[src/rtl/i2c_master_ctrl.sv]
// Single-master I2C sequencer: START, address byte, ACK, one data byte, ACK/NACK, STOP.
// Define I2C_CLK_STRETCH_EN to let a slave stretch SCL (quarter counter holds in Q2 while scl_i is low).
module i2c_master_ctrl #(
    parameter int CLK_DIV   = 4,
    parameter bit LSB_FIRST = 1'b1
) (
    input  logic       clk,
    input  logic       reset_in,
    input  logic       cmd_valid,
    output logic       cmd_ready,
    input  logic [6:0] cmd_addr,
    input  logic       cmd_rw,
    input  logic [7:0] cmd_wdata,
    output logic       rsp_valid,
    output logic [7:0] rsp_rdata,
    output logic       rsp_nack,
    output logic       busy,
    output logic       scl_oe,
    output logic       sda_oe,
    input  logic       sda_i,
    input  logic       scl_i
);
    typedef enum logic [3:0] {
        IDLE, START, ADDR, ADDR_ACK, WRITE, WACK, READ, RACK, STOP, DONE
    } state_t;

    localparam logic [7:0] QCNT_MAX = 8'(CLK_DIV - 1);

    state_t     state_q, state_d;
    logic [7:0] qcnt_q, qcnt_d;
    logic [1:0] quarter_q, quarter_d;
    logic [2:0] bitcnt_q, bitcnt_d;
    logic [7:0] addr_byte_q, addr_byte_d;
    logic [7:0] wdata_q, wdata_d;
    logic [7:0] rdata_q, rdata_d;
    logic       nack_q, nack_d;
    logic       cmd_ready_q, cmd_ready_d;
    logic       busy_q, busy_d;
    logic       rsp_valid_q, rsp_valid_d;
    logic [7:0] rsp_rdata_q, rsp_rdata_d;
    logic       rsp_nack_q, rsp_nack_d;
    logic       scl_oe_q, scl_oe_d;
    logic       sda_oe_q, sda_oe_d;

    logic       active, hold, tick, bit_end, sample;
    logic [2:0] rx_idx, tx_idx;

`ifndef I2C_CLK_STRETCH_EN
    logic scl_i_unused;
    assign scl_i_unused = scl_i;
`endif

    always_comb begin
        active = (state_q != IDLE) && (state_q != DONE);
        hold   = 1'b0;
`ifdef I2C_CLK_STRETCH_EN
        hold   = (quarter_q == 2'd2) && (qcnt_q == 8'd0) && !scl_i;
`endif
        tick    = active && !hold && (qcnt_q == QCNT_MAX);
        bit_end = tick && (quarter_q == 2'd3);
        sample  = tick && (quarter_q == 2'd2);
        rx_idx  = LSB_FIRST ? bitcnt_q : 3'd7 - bitcnt_q;

        qcnt_d      = qcnt_q;
        quarter_d   = quarter_q;
        state_d     = state_q;
        bitcnt_d    = bitcnt_q;
        addr_byte_d = addr_byte_q;
        wdata_d     = wdata_q;
        rdata_d     = rdata_q;
        nack_d      = nack_q;

        // Quarter wraps to 0 at each bit end, so IDLE always starts from a clean count.
        if (active && !hold) begin
            if (tick) begin
                qcnt_d    = 8'd0;
                quarter_d = quarter_q + 2'd1;
            end else begin
                qcnt_d = qcnt_q + 8'd1;
            end
        end

        case (state_q)
            IDLE: if (cmd_valid) begin
                state_d     = START;
                addr_byte_d = {cmd_addr, cmd_rw};
                wdata_d     = cmd_wdata;
                rdata_d     = 8'd0;
                nack_d      = 1'b0;
            end
            START: if (bit_end) state_d = ADDR;
            ADDR: if (bit_end) begin
                bitcnt_d = bitcnt_q + 3'd1;
                if (bitcnt_q == 3'd7) state_d = ADDR_ACK;
            end
            ADDR_ACK: begin
                if (sample && sda_i) nack_d = 1'b1;
                if (bit_end) state_d = nack_q ? STOP : (addr_byte_q[0] ? READ : WRITE);
            end
            WRITE: if (bit_end) begin
                bitcnt_d = bitcnt_q + 3'd1;
                if (bitcnt_q == 3'd7) state_d = WACK;
            end
            WACK: begin
                if (sample && sda_i) nack_d = 1'b1;
                if (bit_end) state_d = STOP;
            end
            READ: begin
                if (sample) rdata_d[rx_idx] = sda_i;
                if (bit_end) begin
                    bitcnt_d = bitcnt_q + 3'd1;
                    if (bitcnt_q == 3'd7) state_d = RACK;
                end
            end
            RACK: if (bit_end) state_d = STOP;
            STOP: if (bit_end) state_d = DONE;
            DONE: state_d = IDLE;
            default: state_d = IDLE;
        endcase

        cmd_ready_d = (state_d == IDLE);
        busy_d      = (state_d != IDLE);
        rsp_valid_d = (state_d == DONE);
        rsp_rdata_d = rsp_rdata_q;
        rsp_nack_d  = rsp_nack_q;
        if (state_d == DONE) begin
            rsp_rdata_d = rdata_q;
            rsp_nack_d  = nack_q;
        end

        // Pin drive is decoded from next-state counters so the registered pins line up with them.
        tx_idx   = LSB_FIRST ? bitcnt_d : 3'd7 - bitcnt_d;
        scl_oe_d = 1'b0;
        sda_oe_d = 1'b0;
        case (state_d)
            START: sda_oe_d = quarter_d[1];
            ADDR: begin
                scl_oe_d = !quarter_d[1];
                sda_oe_d = !addr_byte_q[tx_idx];
            end
            WRITE: begin
                scl_oe_d = !quarter_d[1];
                sda_oe_d = !wdata_q[tx_idx];
            end
            ADDR_ACK, WACK, READ, RACK: scl_oe_d = !quarter_d[1];
            STOP: begin
                scl_oe_d = (quarter_d == 2'd0);
                sda_oe_d = !quarter_d[1];
            end
            default: ;
        endcase
    end

    always_ff @(posedge clk or posedge reset_in) begin
        if (reset_in) begin
            state_q     <= IDLE;
            qcnt_q      <= 8'd0;
            quarter_q   <= 2'd0;
            bitcnt_q    <= 3'd0;
            addr_byte_q <= 8'd0;
            wdata_q     <= 8'd0;
            rdata_q     <= 8'd0;
            nack_q      <= 1'b0;
            cmd_ready_q <= 1'b1;
            busy_q      <= 1'b0;
            rsp_valid_q <= 1'b0;
            rsp_rdata_q <= 8'd0;
            rsp_nack_q  <= 1'b0;
            scl_oe_q    <= 1'b0;
            sda_oe_q    <= 1'b0;
        end else begin
            state_q     <= state_d;
            qcnt_q      <= qcnt_d;
            quarter_q   <= quarter_d;
            bitcnt_q    <= bitcnt_d;
            addr_byte_q <= addr_byte_d;
            wdata_q     <= wdata_d;
            rdata_q     <= rdata_d;
            nack_q      <= nack_d;
            cmd_ready_q <= cmd_ready_d;
            busy_q      <= busy_d;
            rsp_valid_q <= rsp_valid_d;
            rsp_rdata_q <= rsp_rdata_d;
            rsp_nack_q  <= rsp_nack_d;
            scl_oe_q    <= scl_oe_d;
            sda_oe_q    <= sda_oe_d;
        end
    end

    assign cmd_ready = cmd_ready_q;
    assign busy      = busy_q;
    assign rsp_valid = rsp_valid_q;
    assign rsp_rdata = rsp_rdata_q;
    assign rsp_nack  = rsp_nack_q;
    assign scl_oe    = scl_oe_q;
    assign sda_oe    = sda_oe_q;
endmodule

[config.mk]
export PLATFORM = sky130hd
export DESIGN_NAME = i2c_master_ctrl
export DESIGN_NICKNAME = d
export VERILOG_FILES = /design/src/rtl/i2c_master_ctrl.sv
export SDC_FILE = /design/constraint.sdc
export NUM_CORES = 1
export LEC_CHECK = 0
export CAP_MARGIN = 20
export CORE_MARGIN = 2
export CORE_UTILIZATION = 50
export DETAILED_ROUTE_END_ITERATION = 8
export PLACE_DENSITY = 0.76
export REMOVE_ABC_BUFFERS = 1
export SLEW_MARGIN = 20
export SYNTH_ARGS = -nofsm -noshare
export SYNTH_HDL_FRONTEND = slang
export SYNTH_SLANG_ARGS = --single-unit
[constraint.sdc]
create_clock -name clk -period 2.3 [get_ports clk]
set_input_delay 0.345 -clock clk [delete_from_list [all_inputs] [get_ports clk]]
set_output_delay 0.345 -clock clk [all_outputs]
set_load 0.02 [all_outputs]
Word-level counts from Yosys, hierarchy flattened:

Index checks and enable logic that the tools add are counted.

* flip-flop bits (word level): 56
* bits of input ports: 21
* output and inout bits: 14
* word-level logic and storage cells: 103

* add/sub/neg operators: 3
* magnitude comparators: 3
* equality and inequality tests: 25
* multiplexer cells: 34
* reductions and logical operators: 23

Operator list (count)
* 4-bit 2-to-1 mux: 12
* 4-bit by 3-bit == test with 1-bit output (second input constant): 8
* 4-bit one-hot mux with 8 select lines: 1
* 8-bit 2-to-1 mux: 3
* 4-bit by 2-bit == test with 1-bit output (second input constant): 4
* 8-bit one-hot mux with 2 select lines: 1
* 4-bit == test (second input constant): 3
* 8-bit by 1-bit adder with 8-bit output (second input constant): 1
* 8-bit bitwise mux: 1
* 4-bit by 1-bit == test with 1-bit output (second input constant): 2
* 8-bit by 2-bit == test with 1-bit output (second input constant): 1
* 4-bit logical NOT: 2
* 3-bit by 4-bit < comparator with 1-bit output (second input constant): 2
* 4-bit nonzero test: 2
* 1-bit binary-select mux with 3-bit select: 2
* 1-bit logical AND: 6
* 2-bit 2-to-1 mux: 3
* 3-bit 2-to-1 mux: 2
* 3-bit AND reduction: 2
* 6-bit OR reduction: 1
* 1-bit 2-to-1 mux: 5
* 2-bit == test (second input constant): 2
* 2-bit inequality test (second input constant): 2
* 4-bit inequality test (second input constant): 1
* other kinds (14): 19

Depth between registers and ports, before layout:

* word-level depth: 10
* mapped depth: 9
* mapped depth without buffers: 8

Least setup slack after synthesis:

Ideal clock, no wire load.

* kind: register to register
* start: register qcnt_q[4]
* end: register sda_oe_q (netlist: sda_oe)
* library setup time: 0.131 ns
* data arrival time: 2.165 ns
* required time: 2.169 ns
* setup slack: 0.004 ns
* cell stages (with the launch flop): 8
* buffers on the path: 1
* period minus slack after synthesis: 2.296 ns
* path through: dfrtp_1 nor4_4 and4_4 buf_8 mux4_2 nand2_1 a32oi_1 or3_1

* cells in the longest elaborated chain, start to end: 9
* elaborated cells between the ends (all ways): 27
* classes of those cells: 5 x eq/ne; 17 x mux; 5 x reduce/logical

RTL lines
* start, declared: RTL line 30 `logic [7:0] qcnt_q, qcnt_d;`
* start signal, assigned: RTL line 173 `qcnt_q <= qcnt_d;`
* 8-bit by 2-bit == test with 1-bit output *: RTL line 59 `tick = active && !hold && (qcnt_q == QCNT_MAX);`
* 1-bit logical AND *: RTL line 59
* 1-bit logical AND: RTL line 60 `bit_end = tick && (quarter_q == 2'd3);`
* 3-bit 2-to-1 mux: RTL line 92, 100, 110
* 3-bit 2-to-1 mux
* 1-bit binary-select mux with 3-bit select, on equally long branches: RTL line 143, 139
* 1-bit 2-to-1 mux, on equally long branches: RTL line 143, 139
* 1-bit logical NOT, on equally long branches: RTL line 143, 139
* 1-bit one-hot mux with 4 select lines *: RTL line 135 `case (state_d)`
* via sda_oe_d: RTL line 43 `logic sda_oe_q, sda_oe_d;`
* end signal, assigned: RTL line 186 `sda_oe_q <= sda_oe_d;`
* end, declared: RTL line 43

The timed path passes the listed nets; every way through them passes the cells marked *. The select of a mux whose other input is x is not followed.
A chain may end at the register's enable or synchronous reset.

Final worst setup path:

* start: register quarter_q[1]
* end: register sda_oe_q (netlist: sda_oe)

* cells in the longest elaborated chain, start to end: 8
* elaborated cells between the ends (all ways): 27
* classes of those cells: 1 x add/sub; 5 x eq/ne; 17 x mux; 4 x reduce/logical

RTL lines
* start, declared: RTL line 31 `logic [1:0] quarter_q, quarter_d;`
* start signal, assigned: RTL line 174 `quarter_q <= quarter_d;`
* 2-bit == test *: RTL line 60
* 1-bit logical AND *: RTL line 60
* 3-bit 2-to-1 mux *: RTL line 92, 100, 110
* 3-bit 2-to-1 mux *
* via bitcnt_d[1]: RTL line 32 `logic [2:0] bitcnt_q, bitcnt_d;`
* 1-bit binary-select mux with 3-bit select, on equally long branches: RTL line 143, 139
* 1-bit 2-to-1 mux, on equally long branches: RTL line 143, 139
* 1-bit logical NOT, on equally long branches: RTL line 143, 139
* 1-bit one-hot mux with 4 select lines *: RTL line 135
* via sda_oe_d: RTL line 43

Marks and branches as above.

==> results.md <==
| Parameter | Value |
|---|---|
| Maximum number of pins on one net before global-route repair | 57 |
| Worst Reg-to-Reg Cells | 8 |
| Critical path launch point | quarter_q[1] |
| Remaining antenna violation count after routing | 0 |
| Number of clock buffers inserted by TritonCTS | 5 |
| Number of synthesized flops with an enable pin | 0 |
| Worst setup endpoint | sda_oe |
| Number of iterations in the first detailed-routing pass | 4 |
| Hold-fix buffer count after cts | 0 |
| Diode count | 0 |
| Synth Cell Area | 0.00286 mm^2 |
| Period utilization | 0.966 |
| Initial standard-cell utilization of the core | 0.519 |
| Peak supply drop | 0.246 mV |
| DRC Markers | 0 |
| Final Wtd Congestion | 0.839 |
| Status | completed |
| Detail Placement HPWL | 3950 um |
| Most common library cell in the layout ignoring fill and taps | sky130_fd_sc_hd__dfrtp_1 |
| Depth of the CTS H-tree | 2 |
| Number of global-route vias before repair | 1,999 |
| Final standard cell area without fillers | 0.00353 mm^2 |
| Hold Path Class | in -> async |
| Number of library cell types mapped by synthesis | 54 |
| Power per Cell Area | 436 mW/mm^2 |
| Cell Count Post-Placement | 363 |
| Max cap viols | 0 |
| First-pass GRT wire length | 9160 um |
| Synthesized flop and latch total | 56 |
| FF-to-FF End | sda_oe |
| Filler cell count | 467 |
| Routed wirelength normalized by instance count | 13.9 um |
| Crit path launch type | flop |
| Data arrival time of the critical path | 2.41 ns |
| Minimum setup slack among reg-to-reg paths | 0.08 ns |
| Num ports | 35 |
| Transition at the pin with the smallest max-transition slack | 0.437 ns |
| Die outline area | 0.00633 mm^2 |
| Die W | 79.6 um |
| Clock latency at the later pin of the worst-skew pair | 0.30 ns |
| Overall global routing resource usage | 0.185 |
| Overflow after GRT | 0 |
| Setup clock skew after layout | 0.00905 ns |
| Sink Count | 56 |
| Crit end category | flop |
| DRT iter0 DRCs | 66 |
| Prevailing post-synth register cell | sky130_fd_sc_hd__dfrtp_1 |
| Total power consumption of the routed design | 1.54 mW |
| CTS tree | done |
| Number of vias in the routed layout | 1,998 |
| Sequential area share after synthesis | 0.491 |
| Top fanout value on the critical path | 4 |
| Total core area | 0.00551 mm^2 |
| Number of antenna violations at the first check in global routing | 0 |
| Layout overhead on the synthesized area | 23.8% |
| Post-layout instance count excluding filler cells | 372 |
| Startpoint of the worst register-to-register path | quarter_q[1] |
| WS Path Type | reg -> reg |
| Cells after synthesis | 242 |
| Clock transition at the registers of the reported paths | 0.09 ns |
| Final period demand of the worst path | 2.22 ns |
| Vias per cell | 5.37 |
| Fraction of layout instances using a drive strength above 1 | 0.283 |
| Relative slew slack | 0.708 |
| Required time of the worst setup path | 2.49 ns |
| Count of endpoints failing hold in the final timing report | 0 |
| Placement Cell Area | 0.00343 mm^2 |
| Max Transition Viols Final | 0 |
| Max Freq | 0.450 GHz |
| Async set-or-reset flop fraction in the synthesized netlist | 1.00 |
| Number of buffers inserted by port buffering | 33 |
| Final net count | 326 |
| Yosys synthesis warning count | 0 |
| Most used cells in the layout excluding fill and tap cells | sky130_fd_sc_hd__dfrtp_1, sky130_fd_sc_hd__clkdlybuf4s50_1, sky130_fd_sc_hd__buf_4, sky130_fd_sc_hd__mux2_2, sky130_fd_sc_hd__nand2_1 |
| Final-report setup violation count | 0 |
| Leakage power total | 1.62 nW |
| Number of placement rows | 27 |
| Post-detailed-routing wire length | 5180 um |
| CTS Root Cell | sky130_fd_sc_hd__clkbuf_8 |
| Synthesized area divided by synthesized cell count | 11.8 um^2 |
| Clock Tree Buf Depth | 2 |
| Vertical die dimension | 79.6 um |
[worst max-delay path: stages (launching register included)]
cell and delay (ns):
sky130_fd_sc_hd__dfrtp_1 0.36, sky130_fd_sc_hd__ha_2 0.19, sky130_fd_sc_hd__and4bb_4 0.24, sky130_fd_sc_hd__and4_4 0.27
sky130_fd_sc_hd__mux2_4 0.34, sky130_fd_sc_hd__mux4_2 0.29, sky130_fd_sc_hd__nand2_1 0.08, sky130_fd_sc_hd__a32oi_1 0.04
sky130_fd_sc_hd__or3_1 0.30
[cell usage after synthesis (5+ instances only)]
cell type                  count  area [um^2]
sky130_fd_sc_hd__dfrtp_1      55         1380
sky130_fd_sc_hd__nand2_1      18         67.6
sky130_fd_sc_hd__xnor2_1       6         52.6
sky130_fd_sc_hd__o21ai_0       7         35.0
sky130_fd_sc_hd__nor2b_1       7         43.8
sky130_fd_sc_hd__nand3_1       6         30.0
sky130_fd_sc_hd__inv_1        10         37.5
sky130_fd_sc_hd__mux2_2       25          282
sky130_fd_sc_hd__mux2i_1      13          130
sky130_fd_sc_hd__nor2_1        9         33.8
sky130_fd_sc_hd__ha_1          5         62.6
sky130_fd_sc_hd__mux4_2        5          113
sky130_fd_sc_hd__clkbuf_1      6         22.5
sky130_fd_sc_hd__nand4_1       6         37.5
[cells by family (layout without fill, tap and decap cells)]
| group | after synthesis | count (layout) | synth area share |
|---|---|---|---|
| adders and majority gates | 5 | 5 | 0.0219 |
| AOI/OAI and AO/OA | 32 | 32 | 0.0806 |
| and+or+nand+nor | 75 | 75 | 0.154 |
| DFF | 56 | 56 | 0.491 |
| xor gates and xnor gates | 7 | 7 | 0.0215 |
| buffers and inverters | 22 | 80 | 0.0368 |
| muxes | 45 | 45 | 0.194 |
[what timing repair did]
| item | in CTS | in global routing |
|---|---|---|
| pin swaps | 1 | 6 |
| resized for setup | 1 | 3 |
| buffers inserted | 1 | 1 |
| endpoints found under the setup margin | 1 | 1 |
[layer usage]
layer  wire (um)  global-route usage  up-vias
met5           0                   0        -
met4          60              0.0483        0
met3         177              0.0373        8
met2        2530               0.308       41
met1        2410               0.247      966
li1            -                   -      983
[sequential cells by signal, summed over array words and instances, names as in the netlist, 2 cells and up]
name / cells
addr_byte_q: 8
bitcnt_q: 3
qcnt_q: 8
quarter_q: 2
rdata_q: 8
rsp_rdata: 8
state_q: 4
wdata_q: 8
[how the worst min path moves through the flow]
stage	from	to	slack, ns	cells after the start
6_report	reset_in	rdata_q[7]	0.41	3
3_5_place_dp	rdata_q[1]	rdata_q[1]	0.49	2
4_1_cts	reset_in	wdata_q[3]	0.42	3
5_1_grt	reset_in	rsp_rdata[7]	0.45	3
2_1_floorplan	sda_i	rdata_q[0]	0.46	2
3_3_place_gp	rdata_q[1]	rdata_q[1]	0.48	2
[power breakdown]
group          total, mW  leakage [nW]  internal [mW]  switching [mW]
registers          0.990         0.737          0.988         0.00204
logic             0.0617         0.841         0.0346          0.0271
clock network      0.491        0.0410          0.208           0.283
[stage by stage]
step | hold WS (ns) | setup WS [ns] | util | setup TNS [ns]
after CTS | 0.423 | 0.0182 | 0.639 | 0
after detailed placement | 0.492 | 0.00265 | 0.623 | 0
after global placement | 0.477 | 0.0534 | 0.623 | 0
after floorplan | 0.462 | -0.0682 | - | -0.0682
after global routing | 0.446 | -0.00815 | 0.642 | -0.00815
final | 0.412 | 0.0783 | 0.642 | 0
[area by class of cell]
cell class | count | area [um^2] | area share
flip-flops and latches | 56 | 1400 | 0.397
multi-input cells | 164 | 1360 | 0.384
repair buffers | 63 | 568 | 0.161
well taps | 72 | 90.1 | 0.0255
clock buffers | 6 | 72.6 | 0.0205
inverters | 10 | 37.5 | 0.0106
clock inverters | 1 | 5.00 | 0.00142
Note: power is estimated with default switching activity, not from simulation.
